`src/rtl/mips_pkg.sv`:
```
`default_nettype none
// ============================================================================
// Module  : mips_pkg
// Brief   : Shared constants and select encodings for the MIPS fetch stage.
// Revision: 1.0 - initial release
// ============================================================================
package mips_pkg;

   localparam logic [31:0] DEF_RESET_VEC = 32'h8000_0000;
   localparam logic [31:0] DEF_IRQ_VEC   = 32'h8000_0004;
   localparam logic [31:0] DEF_EXC_VEC   = 32'h8000_0008;
   localparam logic [31:0] NOP_INSTR     = 32'h0000_0000;

   typedef enum logic [2:0] {
      PC_SEQ  = 3'd0,
      PC_JMP  = 3'd1,
      PC_BR   = 3'd2,
      PC_IRQ  = 3'd3,
      PC_EXC  = 3'd4,
      PC_HOLD = 3'd5
   } pc_sel_e;

   typedef enum logic [1:0] {
      IFID_LOAD   = 2'd0,
      IFID_HOLD   = 2'd1,
      IFID_BUBBLE = 2'd2,
      IFID_IRQ    = 2'd3
   } ifid_op_e;

   // The supervisor bit is preserved; only the low 31 bits count and wrap.
   function automatic logic [31:0] pc_inc(input logic [31:0] pc);
      return {pc[31], pc[30:0] + 31'd4};
   endfunction

endpackage
`default_nettype wire

```
`src/rtl/if_id_reg.sv`:
```
`default_nettype none
// ============================================================================
// Module  : if_id_reg
// Brief   : IF/ID pipeline register with hold, bubble and IRQ-bubble loads.
// Revision: 1.0 - initial release
// ============================================================================
module if_id_reg
   import mips_pkg::*;
(
   input  logic        clk,
   input  logic        reset,
   input  ifid_op_e    op,
   input  logic [31:0] instr_in,
   input  logic [31:0] pc_in,
   input  logic [31:0] pc_plus4_in,
   output logic [31:0] instr,
   output logic [31:0] pc,
   output logic [31:0] pc_plus4,
   output logic        valid,
   output logic        irq
);

   always_ff @(posedge clk or negedge reset) begin
      if (!reset) begin
         instr    <= NOP_INSTR;
         pc       <= 32'h0;
         pc_plus4 <= 32'h0;
         valid    <= 1'b0;
         irq      <= 1'b0;
      end else begin
         case (op)
            IFID_LOAD: begin
               instr    <= instr_in;
               pc       <= pc_in;
               pc_plus4 <= pc_plus4_in;
               valid    <= 1'b1;
               irq      <= 1'b0;
            end
            // An IRQ bubble carries the interrupted PC so ID can save it to $k0.
            IFID_IRQ: begin
               instr    <= NOP_INSTR;
               pc       <= pc_in;
               pc_plus4 <= pc_plus4_in;
               valid    <= 1'b0;
               irq      <= 1'b1;
            end
            IFID_BUBBLE: begin
               instr    <= NOP_INSTR;
               pc       <= pc_in;
               pc_plus4 <= pc_plus4_in;
               valid    <= 1'b0;
               irq      <= 1'b0;
            end
            default: begin
               instr    <= instr;
               pc       <= pc;
               pc_plus4 <= pc_plus4;
               valid    <= valid;
               irq      <= irq;
            end
         endcase
      end
   end

endmodule
`default_nettype wire

```
`src/rtl/if_stage.sv`:
```
`default_nettype none
// ============================================================================
// Module  : if_stage
// Brief   : MIPS instruction fetch: PC register, next-PC arbitration, IF/ID.
//           IF_IRQ_KMASK_EN selects level-sensitive, kernel-masked interrupts.
// Revision: 1.0 - initial release
// ============================================================================
module if_stage
   import mips_pkg::*;
#(
   parameter logic [31:0] RESET_VEC = DEF_RESET_VEC,
   parameter logic [31:0] IRQ_VEC   = DEF_IRQ_VEC,
   parameter logic [31:0] EXC_VEC   = DEF_EXC_VEC
) (
   input  logic        clk,
   input  logic        reset,
   input  logic        stall,
   input  logic        flush,
   input  logic        jump,
   input  logic [31:0] jump_target,
   input  logic        branch_taken,
   input  logic [31:0] branch_target,
   input  logic        exception,
   input  logic        irq,
   output logic [31:0] imem_addr,
   input  logic [31:0] imem_rdata,
   output logic [31:0] if_id_instr,
   output logic [31:0] if_id_pc,
   output logic [31:0] if_id_pc_plus4,
   output logic        if_id_valid,
   output logic        if_id_irq
);

   logic [31:0] pc;
   logic [31:0] pc_plus4;
   logic [31:0] pc_next;
   logic        irq_accept;
   pc_sel_e     pc_sel;
   ifid_op_e    ifid_op;

   assign pc_plus4  = pc_inc(pc);
   assign imem_addr = pc;

`ifdef IF_IRQ_KMASK_EN
   assign irq_accept = irq & ~pc[31] & ~exception;
`else
   logic irq_prev;
   logic irq_pend;

   // A new edge arriving in the accept cycle re-arms the pending flag.
   always_ff @(posedge clk or negedge reset) begin
      if (!reset) begin
         irq_prev <= 1'b0;
         irq_pend <= 1'b0;
      end else begin
         irq_prev <= irq;
         if (irq & ~irq_prev)
            irq_pend <= 1'b1;
         else if (irq_accept)
            irq_pend <= 1'b0;
      end
   end

   assign irq_accept = irq_pend & ~exception;
`endif

   // Jump is an ID-stage request, so a stall holds it in ID until it can issue.
   always_comb begin
      pc_sel = PC_SEQ;
      if (exception)
         pc_sel = PC_EXC;
      else if (irq_accept)
         pc_sel = PC_IRQ;
      else if (branch_taken)
         pc_sel = PC_BR;
      else if (stall)
         pc_sel = PC_HOLD;
      else if (jump)
         pc_sel = PC_JMP;
   end

   always_comb begin
      pc_next = pc_plus4;
      case (pc_sel)
         PC_EXC:  pc_next = EXC_VEC;
         PC_IRQ:  pc_next = IRQ_VEC;
         PC_BR:   pc_next = branch_target;
         PC_JMP:  pc_next = jump_target;
         PC_HOLD: pc_next = pc;
         default: pc_next = pc_plus4;
      endcase
   end

   always_comb begin
      ifid_op = IFID_LOAD;
      if (exception | branch_taken | flush)
         ifid_op = IFID_BUBBLE;
      else if (irq_accept)
         ifid_op = IFID_IRQ;
      else if (stall)
         ifid_op = IFID_HOLD;
      else if (jump)
         ifid_op = IFID_BUBBLE;
   end

   always_ff @(posedge clk or negedge reset) begin
      if (!reset)
         pc <= RESET_VEC;
      else
         pc <= pc_next;
   end

   if_id_reg u_if_id_reg (
      .clk         (clk),
      .reset       (reset),
      .op          (ifid_op),
      .instr_in    (imem_rdata),
      .pc_in       (pc),
      .pc_plus4_in (pc_plus4),
      .instr       (if_id_instr),
      .pc          (if_id_pc),
      .pc_plus4    (if_id_pc_plus4),
      .valid       (if_id_valid),
      .irq         (if_id_irq)
   );

endmodule
`default_nettype wire

```
`config.mk`:
```
export PLATFORM = sky130hd
export DESIGN_NAME = if_stage
export DESIGN_NICKNAME = d
export VERILOG_FILES = /design/src/rtl/mips_pkg.sv /design/src/rtl/if_id_reg.sv /design/src/rtl/if_stage.sv
export SDC_FILE = /design/constraint.sdc
export NUM_CORES = 1
export LEC_CHECK = 0
export BUFFER_PORTS_ARGS = -buffer_cell sky130_fd_sc_hd__buf_4
export CORE_MARGIN = 1
export CORE_UTILIZATION = 53
export DETAILED_ROUTE_END_ITERATION = 12
export PLACE_DENSITY = 0.82
export SYNTH_ARGS = -nofsm -noshare
export SYNTH_HDL_FRONTEND = slang
export SYNTH_SLANG_ARGS = --single-unit
```
`constraint.sdc`:
```
create_clock -name clk -period 4.01 [get_ports clk]
set_input_delay 0.401 -clock clk [delete_from_list [all_inputs] [get_ports clk]]
set_output_delay 0.401 -clock clk [all_outputs]
set_load 0.01 [all_outputs]
```
# == Yosys cells after proc, flatten, opt, wreduce, memory -nomap -nowiden ==
# Cells that the tools add are included.
# word_totals
regBits,132
inputBits,104
output_inout_bits,130
# op_classes
n_addsub,1
eq_ne,7
muxes,15
bitwise_logic,7
reduce_logical,9
# ops
op,count
32-bit case mux with 5 select lines,1
32-bit case mux with 2 select lines,1
31-bit by 3-bit adder with 31-bit output (second input constant),1
3-bit 2-to-1 mux,4
2-bit 2-to-1 mux,4
3-bit by 2-bit equality test with 1-bit output (second input constant),2
3-bit equality test (second input constant),2
2-bit nonzero test,3
2-bit equality test (second input constant),2
1-bit case mux with 2 select lines,2
4-bit nonzero test,1
2-bit OR reduction,2
3-bit by 1-bit equality test with 1-bit output (second input constant),1
1-bit 2-to-1 mux,3
1-bit NOT,3
3-bit OR reduction,1
1-bit bitwise AND,2
2-bit zero test,1
1-bit bitwise OR,2
2-bit AND reduction,1

# == Depth between registers and ports, before layout ==
# logic_depth
depth_word,8
mapped_depth,8
ltp_nobuf,6

# == By module ==
# A second synthesis with hierarchy kept.
# hier_totals
hier_cells,524
area_unflattened_um2,6454.9
# modules_own_cells
module,instances,cells_each,area_per_inst_um2,seq_area_each_um2
if_id_reg,1,245,4053.9,2452.4
if_stage,1,279,2401.1,852.1

# == Least setup slack after synthesis ==
# No wires, ideal clock.
# synth_timing
path_type,register to register
from,register pc[4] (netlist: imem_addr[4])
to,register pc[30] (netlist: imem_addr[30])
setup_ps,124
arrival_time_ps,1804
required_time_ps,3886
path_slack_ps,2082
stages_incl_launch_ff,8
n_path_buf,2
period_less_slack_ps,1928
path_cell_list,dfrtp_1 > buf_2 > and4_1 > buf_6 > nand4_4 > or3_4 > a21o_1 > a211o_1
# synth_between
elab_chain_len,2
# synth_rtl
element,line,rtl
start: declaration,if_stage.sv:34,logic [31:0] pc;
start signal: assignment,if_stage.sv:110,pc <= pc_next;
31-bit by 3-bit adder with 31-bit output,mips_pkg.sv:32,"return {pc[31], pc[30:0] + 31'd4};"
32-bit case mux with 5 select lines,if_stage.sv:84,case (pc_sel)
# No other way between the ends.
# A chain may end at the register's enable or synchronous reset.

# == Worst setup path after layout ==
# layout_timing
from,register pc[4] (netlist: imem_addr[4])
to,register pc[21] (netlist: imem_addr[21])
# Same word-level chain as after synthesis.

==> qor.txt <==
H-tree depth -> 4
RSZ-0062 raised after global routing -> false
DR pass1 iterations -> 5
Final WS setup -> 1.38 ns
Fmax -> 381 MHz
Average vias per placed instance -> 5.81
GRT Residual Overflow -> 0
Status -> completed
Fin crit period -> 2.63 ns
Number of max-cap violations -> 0
Antenna violations before repair -> 0
Setup bufs post-CTS -> 0
CP Max Fanout -> 11
Setup-violating endpoint count in the final report -> 0
Post-synth EDFFs -> 0
Initial Util -> 0.551
Fill count -> 793
Largest net degree at the start of global routing -> 99
Tightest Pin Transition -> 1.01 ns
Post-synthesis instance total -> 627
Post-route ant nets -> 0
CP required -> 4.35 ns
Final Skew -> 0.00759 ns
Synth top area share -> 0.529
Synth cell count leaders -> nand2_1, dfrtp_1, o21ai_0, a22o_1, nor2_1
Drc violations -> 0
Antenna diode count -> 0
Core area -> 11,000 µm²
Max-slew violation count -> 0
TritonCTS Buffers -> 17
Clk pin slew, worst setup/hold paths -> 0.05 ns
Sequential-to-total area share from yosys stat -> 0.533
Most frequent cell after synthesis -> nand2_1
Combinational Power Share -> 0.127
Synthesized flop and latch total -> 129
DP Cell Count -> 951
Cell taking the most area after synthesis -> dfrtp_1
Relative slew slack -> 0.329
Clock Power Share -> 0.429
Area of the multi-input gates -> 2550 µm²
First-pass GRT wire length -> 29,200 µm
Final TNS setup -> 0 ns
CP Capture Type -> flop
Worst EP arrival -> 2.97 ns
FP Rows -> 38
Total Power -> 0.00325 W
# IOs -> 234
Period utilization -> 0.655
Post-Route WL -> 19,100 µm
CTS max path bufs -> 2
Gp weighted congestion -> 0.885
Internal power -> 0.00244 W
Hold buffers post-CTS -> 0
Sw frac -> 0.249
Synth unique cells -> 57
NetSw -> 0.000811 W
GR Util All Layers -> 0.330
Die W -> 109 µm
Pre-CTS setup slack -> 1.41 ns
CP Class -> reg -> reg
WL per Instance -> 19.5 µm
Post-cts resize count -> 0
Layout cells sized above 1 -> 0.333
Vias in the first global route -> 5,494
Placed wire-length estimate -> 13,400 µm
Post-layout util -> 0.757
1st-iter DRT viols -> 588
Post-Syn Area -> 6060 µm²
HP Class -> in -> async
Die area -> 11,900 µm²
Syn nets -> 732
Final non-filler cell total -> 980
Top post-synthesis cells by area -> dfrtp_1, nand2_1, a22o_1
FFs w/ async S/R, synth -> 1.00
Sequential Power Share -> 0.444
Port Buffers -> 233
Synth Warn # -> 0
Seq. cell area -> 3230 µm²
CTS tree -> done
Die height -> 109 µm
Hold Vio Cnt, Final -> 0
Root Driver -> clkbuf_16
Startpoint Class -> flop
PwrDens -> 391 nW/µm²
Final net count -> 935
Max IR drop VDD -> 0.297 mV
Via count -> 5,698
Leak Pwr -> 4.17 nW
Top FF cell, synth -> dfrtp_1
Area Growth Syn to Fin -> 37.4%
Clock Latency Late Sink -> 0.41 ns
Avg Cell Area, Syn -> 9.66 µm²
Number of clock sinks -> 129
==> state kept, by name, summed over array words and instances, names as in the netlist <==
register              count
imem_addr                32
irq_pend                  1
u_if_id_reg.valid         1
u_if_id_reg.pc_plus4     29
u_if_id_reg.irq           1
u_if_id_reg.instr        32
irq_prev                  1
u_if_id_reg.pc           32
==> cells by family after synthesis <==
family	synth area share
and+or+nand+nor	0.192
AOI/OAI and AO/OA	0.177
DFF	0.533
buffers and inverters	0.0479
xor gates and xnor gates	0.0376
muxes	0.00992
adders and majority gates	0.00207
==> layout make-up <==
| type | count | share of cell area |
|---|---|---|
| multi-input combinational | 436 | 0.307 |
| clock inverter | 7 | 0.00752 |
| clock buffer | 22 | 0.0558 |
| inverter | 7 | 0.00316 |
| tap | 140 | 0.0211 |
| sequential | 129 | 0.388 |
| timing repair buffer | 239 | 0.218 |
==> layer usage <==
layer  GRT usage  share of wire  up-vias
met5           0              0        -
met4       0.127          0.017        0
met3      0.0837          0.092       29
met2       0.520           0.48      296
met1       0.437           0.42     2759
li1            -              -     2614
==> path summary, 6_finish.rpt <==
path / start / end / slack [ns] / cells after the start
worst min-delay path: reset / u_if_id_reg.pc[25] / 0.09 / 1
worst max register to register: imem_addr[4] / imem_addr[21] / 1.38 / 5
max in group asynchronous: reset / u_if_id_reg.pc[7] / 2.92 / 2
worst max-delay path: imem_addr[4] / imem_addr[21] / 1.38 / 5
min in group clk: irq / irq_prev / 0.12 / 1
worst min register to register: irq_prev / irq_pend / 0.44 / 1
==> through the flow <==
| step | instance area (µm²) | hold slack (ns) |
|---|---|---|
| detailed placement | 7790 | 0.435 |
| global placement | 7790 | 0.410 |
| global route | 8320 | 0.103 |
| CTS | 8320 | 0.102 |
| finish | 8320 | 0.0894 |
| floorplan | 6060 | 0.105 |
==> cells in the final DEF (no fill, tap or decap), drive strengths merged, types with 7 or more instances in the layout <==
master and instances:
nor3 10, xnor2 14, a22o 39, inv 7, xor2 12, a21oi 24, o21ai 44, nand2 140
nand4 12, buf 239, a22oi 8, nand3 14, clkbuf 22, dfrtp 128, a222oi 7, nor2 36
==> critical path, cell delays in order (launching register included) <==
cell	delay [ns]
dfrtp_1	0.54
and4_1	0.45
nand4_1	0.53
or4_4	0.62
or3_1	0.35
nand3_1	0.07
==> power groups by stage <==
stage	clock (W)	sequential [W]	combinational (W)
global route	0.00147	0.00145	0.000450
CTS	0.00141	0.00144	0.000416
detailed placement	0	0.00146	0.000414
finish	0.00139	0.00145	0.000414
floorplan	0	0.00147	0.000144
global placement	0	0.00146	0.000409
Note: power is estimated with default switching activity, not from simulation.
